### config.mk
export PLATFORM = sky130hd
export DESIGN_NAME = branch_predict_resolve_unit
export DESIGN_NICKNAME = d
export VERILOG_FILES = /design/src/rtl/branch_predict_resolve_unit.sv
export SDC_FILE = /design/constraint.sdc
export NUM_CORES = 1
export LEC_CHECK = 0
export CAP_MARGIN = 0
export CELL_PAD_IN_SITES_DETAIL_PLACEMENT = 1
export CELL_PAD_IN_SITES_GLOBAL_PLACEMENT = 1
export CORE_ASPECT_RATIO = 1.1
export CORE_MARGIN = 5
export CORE_UTILIZATION = 38
export DETAILED_ROUTE_END_ITERATION = 16
export PLACE_DENSITY = 0.73
export SKIP_CTS_REPAIR_TIMING = 1
export SLEW_MARGIN = 10
export SYNTH_ARGS = -nofsm -noshare
export SYNTH_HDL_FRONTEND = slang
export SYNTH_SLANG_ARGS = --single-unit
export TNS_END_PERCENT = 50
### constraint.sdc
create_clock -name clk_i -period 3.94 [get_ports clk_i]
set_input_delay 0.985 -clock clk_i [delete_from_list [all_inputs] [get_ports clk_i]]
set_output_delay 0.985 -clock clk_i [all_outputs]
set_load 0.02 [all_outputs]
### src/rtl/branch_predict_resolve_unit.sv
// Branch resolve unit with a PC-indexed 2-bit counter table for fetch prediction.
// Optional BPU_STATS_EN adds saturating branch/mispredict statistics counters.
module branch_predict_resolve_unit #(
    parameter int          XLEN      = 32,
    parameter int          BHT_DEPTH = 64,
    parameter logic [1:0]  INIT_CTR  = 2'b01
) (
    input  logic            clk_i,
    input  logic            reset_i,
    input  logic [XLEN-1:0] fetch_pc_i,
    output logic            predict_taken_o,
    output logic            ready_o,
    input  logic            res_valid_i,
    input  logic [XLEN-1:0] res_pc_i,
    input  logic [XLEN-1:0] data1_i,
    input  logic [XLEN-1:0] data2_i,
    input  logic [3:0]      select_i,
    input  logic            res_pred_taken_i,
    output logic            pc_mux_out_o,
    output logic            mispredict_o,
    output logic            res_done_o
`ifdef BPU_STATS_EN
    ,
    output logic [31:0]     stat_branches_o,
    output logic [31:0]     stat_mispredicts_o
`endif
);

    localparam int IDXW = $clog2(BHT_DEPTH);

    typedef enum logic {
        ST_INIT,
        ST_RUN
    } state_e;

    state_e          state_q, state_d;
    logic [IDXW-1:0] ptr_q, ptr_d;
    logic [1:0]      bht_q [BHT_DEPTH];

    logic [IDXW-1:0] fetchIdx, resIdx, bhtWIdx;
    logic [1:0]      bhtWData, resCtr;
    logic            bhtWe;
    logic [2:0]      code;
    logic            isCtrl, isCond, resTaken, resMispred;
    logic            pc_mux_q, mispredict_q, res_done_q;
    logic            unusedPcBits;

    assign fetchIdx     = fetch_pc_i[IDXW+1:2];
    assign resIdx       = res_pc_i[IDXW+1:2];
    assign unusedPcBits = ^{fetch_pc_i[XLEN-1:IDXW+2], fetch_pc_i[1:0],
                            res_pc_i[XLEN-1:IDXW+2], res_pc_i[1:0]};
    assign code         = select_i[2:0];
    assign isCtrl       = select_i[3] && (code != 3'b011);
    assign isCond       = isCtrl && (code != 3'b010);
    assign resCtr       = bht_q[resIdx];

    always_comb begin
        resTaken = 1'b0;
        if (select_i[3]) begin
            case (code)
                3'b000:  resTaken = (data1_i == data2_i);
                3'b001:  resTaken = (data1_i != data2_i);
                3'b100:  resTaken = ($signed(data1_i) <  $signed(data2_i));
                3'b101:  resTaken = ($signed(data1_i) >= $signed(data2_i));
                3'b110:  resTaken = (data1_i <  data2_i);
                3'b111:  resTaken = (data1_i >= data2_i);
                3'b010:  resTaken = 1'b1;
                default: resTaken = 1'b0;
            endcase
        end
    end

    assign resMispred = res_valid_i && isCtrl && (resTaken != res_pred_taken_i);

    // Init sweeps the table one entry per cycle; training only happens once running.
    always_comb begin
        state_d  = state_q;
        ptr_d    = ptr_q;
        bhtWe    = 1'b0;
        bhtWIdx  = ptr_q;
        bhtWData = INIT_CTR;
        case (state_q)
            ST_INIT: begin
                bhtWe = 1'b1;
                ptr_d = ptr_q + 1'b1;
                if (ptr_q == IDXW'(BHT_DEPTH - 1)) begin
                    state_d = ST_RUN;
                end
            end
            ST_RUN: begin
                if (res_valid_i && isCond) begin
                    bhtWe   = 1'b1;
                    bhtWIdx = resIdx;
                    if (resTaken) begin
                        bhtWData = (resCtr == 2'b11) ? 2'b11 : resCtr + 2'b01;
                    end else begin
                        bhtWData = (resCtr == 2'b00) ? 2'b00 : resCtr - 2'b01;
                    end
                end
            end
            default: state_d = ST_INIT;
        endcase
    end

    always_ff @(posedge clk_i) begin
        if (reset_i) begin
            state_q      <= ST_INIT;
            ptr_q        <= '0;
            pc_mux_q     <= 1'b0;
            mispredict_q <= 1'b0;
            res_done_q   <= 1'b0;
        end else begin
            state_q      <= state_d;
            ptr_q        <= ptr_d;
            pc_mux_q     <= res_valid_i && resTaken;
            mispredict_q <= resMispred;
            res_done_q   <= res_valid_i;
        end
    end

    always_ff @(posedge clk_i) begin
        if (bhtWe) begin
            bht_q[bhtWIdx] <= bhtWData;
        end
    end

    assign ready_o         = (state_q == ST_RUN);
    assign predict_taken_o = ready_o && bht_q[fetchIdx][1];
    assign pc_mux_out_o    = pc_mux_q;
    assign mispredict_o    = mispredict_q;
    assign res_done_o      = res_done_q;

`ifdef BPU_STATS_EN
    logic [31:0] stat_br_q, stat_mp_q;

    always_ff @(posedge clk_i) begin
        if (reset_i) begin
            stat_br_q <= '0;
            stat_mp_q <= '0;
        end else begin
            if (res_valid_i && isCtrl && (stat_br_q != 32'hFFFF_FFFF)) begin
                stat_br_q <= stat_br_q + 32'd1;
            end
            if (resMispred && (stat_mp_q != 32'hFFFF_FFFF)) begin
                stat_mp_q <= stat_mp_q + 32'd1;
            end
        end
    end

    assign stat_branches_o    = stat_br_q;
    assign stat_mispredicts_o = stat_mp_q;
`endif

endmodule
==> metrics.txt <==
status=complete, but fails checks; failing checks=setup timing; biggest fanout along the worst timing path=8; slew margin rel.=60.3%; count of unique library cells instantiated by Yosys=50; Worst Path Required=2.95 ns; Critical R2R Launch=bht_q[47][1]; vias=roughly 5000; fin worst setup slack=-0.108 ns; antenna violations before repair=0; crit path DAT=just over 3 ns; ANT cells=0; Critical-path top delay cell=mux4_2; final hold vios=0; R2R cell count=8; largest net degree at the start of global routing=65; worst reg-to-reg setup slack=1.22 ns; cell area after layout=9190 µm²; Crit Reg-Reg Endpoint=bht_q[49][1]; IO Pins=141; clock-pin slew on the worst setup and hold paths=0.06 ns; Worst Hold Launch=ptr_q[5]; drt wl/cell=22.5 µm; PD cells=374 nW/µm²; commonest non-fill, non-tap cell in the layout=edfxtp_1; syn_area_per_cell=13.7 µm²; Post-DP Area=8590 µm²; max_cap viols=0; core area=19000 µm²; number of global-route vias before repair=5405; root buffer cell=clkbuf_16; flops & latches, synth=138; Finished Layout Cells=897; CTS tree=yes; DRT Wirelength=a little over 20000 µm; Worst-Margin Slew=0.590 ns; Die H=155 µm; clk_lat worst skew=0.43 ns; gpl congestion=roughly 0.86; Area Overhead vs Synth=26.7%; Yosys Warn Count=0; antenna viol nets, final=0; Tcrit/Tclk final=103%; Via density=5.59; static leakage=0.00336 µW; count of pins over their slew limit=0; I/O Buffers=88; first-pass GRT wire length=30600 µm; Nets=806; Mapped Area=7260 µm²; DRC Markers=0; crit end category=output pin; drt initial violations=291; Initial Util=38.3%; critical path's largest stage delay=0.52 ns; CTS H-tree lvls=4; final setup fails=1; global-route usage over all layers=around 18%; clk_skew=roughly 0.007 ns; grt ovf=0; clk buf depth=2; hold depth=2; maximum clock frequency=247 MHz; Max VDD drop=280 µV; Post-synth EDFFs=128; Pwr Total=about 3400 µW; clk sinks=138; DIE AREA=22000 µm²; drt pass-1 iters=4; worst hold endpoint=ptr_q[5]; Primary FF master, synth=edfxtp_1; Die X-Extent=142 µm; number of CTS-inserted buffers=17; Startpoint Class=input pin; worst hold path class=reg -> reg; commonest non-fill, non-tap cells in the layout=edfxtp_1, clkdlybuf4s50_1, nor2_1, mux4_2, inv_1; sequential-to-total area share from yosys stat=55.7%; RSZ-0062 raised after global routing=true; min Tclk post-route=4.05 ns; layout cell share with drive strength beyond 1=a little under a fifth; Post-Syn Nets=699; number of core rows=53; Syn Inst Count=530; post-route setup TNS=-0.108 ns; crit path cell chain=buf_12 > buf_12 > mux4_2 > mux4_2 > mux4_2 > and2_4 > buf_6; CP Class=in -> out; cell mode on critical path=mux4_2; placed instance count=863; Async S/R FF share, synth=0%; Detail Placement HPWL=14200 µm
power breakdown:
| group | total (µW) | internal [µW] | switching, µW | leakage (µW) |
|---|---|---|---|---|
| Sequential | 1590 | 1590 | 7.39 | 0.00138 |
| Combinational | 360 | 191 | 169 | 0.00172 |
| Clock | 1480 | 813 | 670 | 0.000256 |
critical path, delay by kind of cell:
family,cells,cell delay (ns)
multiplexers,3,1.53
buffers and inverters,3,0.35
AND/OR/NAND/NOR,1,0.19
synth_stat cells (2+ instances only):
cell,n,area share [%]
a22oi_1,7,0.72
buf_2,4,0.28
dfxtp_1,10,2.8
o22ai_1,2,0.17
nand4_1,8,0.69
nor4_1,3,0.26
and2_1,6,0.52
a31oi_1,2,0.17
mux4_2,56,17
o31ai_1,6,0.62
clkbuf_1,12,0.62
a21o_1,2,0.21
nand2_1,33,1.7
o21a_1,3,0.31
edfxtp_1,128,53
mux2_2,2,0.31
or3_1,5,0.43
buf_6,2,0.31
a21oi_1,19,1.3
nor2_1,80,4.1
nor3_1,2,0.14
mux2i_1,4,0.55
or2_2,2,0.17
xnor2_1,2,0.24
ha_1,33,5.7
o21ai_0,12,0.83
inv_1,39,2.0
xor2_1,3,0.36
a211oi_1,2,0.21
nor2b_1,7,0.60
buf_4,3,0.31
nand2b_1,4,0.34
nand3_1,10,0.69
cell type report:
cell class | instances | area [µm²]
well taps | 247 | 309
fillers | 1905 | 9770
multi-input cells | 331 | 2960
inverters | 39 | 146
clock buffers | 17 | 425
repair buffers | 110 | 1190
clock inverters | 15 | 116
flip-flops and latches | 138 | 4040
logic make-up after synthesis:
logic type	Yosys count	share of synthesized area, %
AO/OA/AOI/OAI	66	5.91
XOR/XNOR	5	0.604
adder cells (fa/ha/maj)	33	5.69
buffers and inverters	61	3.59
flip-flops	138	55.7
multiplexers	62	18.2
AND/OR/NAND/NOR	165	10.2
registers in the layout (all words and copies together), names as in the netlist:
signal,flops
mispredict_o,1
pc_mux_out_o,1
bht_q,128
ptr_q,6
res_done_o,1
ready_o,1
worst max path at each step:
stage	slack, ns	start	to	depth (start not counted)
floorplan	-0.01	data2_i[15]	bht_q[0][1]	8
global placement	-1.0	fetch_pc_i[2]	predict_taken_o	7
detailed placement	-0.98	fetch_pc_i[2]	predict_taken_o	7
CTS	-1.0	fetch_pc_i[2]	predict_taken_o	7
global route	-0.13	fetch_pc_i[2]	predict_taken_o	7
finish	-0.11	fetch_pc_i[2]	predict_taken_o	7
layer usage:
layer / part of all wire [%] / global-route usage (%)
met5: 0 / 0
met2: 49 / 30.9
met4: 3.2 / 7.18
met3: 7.5 / 4.61
met1: 41 / 23.0
metrics by stage:
step / hold WS [ns] / worst slack, ns / utilization, %
final: 0.523 / -0.108 / 48.5
after global routing: 0.539 / -0.130 / 48.5
after CTS: 0.531 / -0.999 / 48.2
after detailed placement: 0.521 / -0.980 / 45.3
after global placement: 0.494 / -0.996 / 45.3
after floorplan: 0.471 / -0.0121 / -
Power figures use the tool's default switching activity.
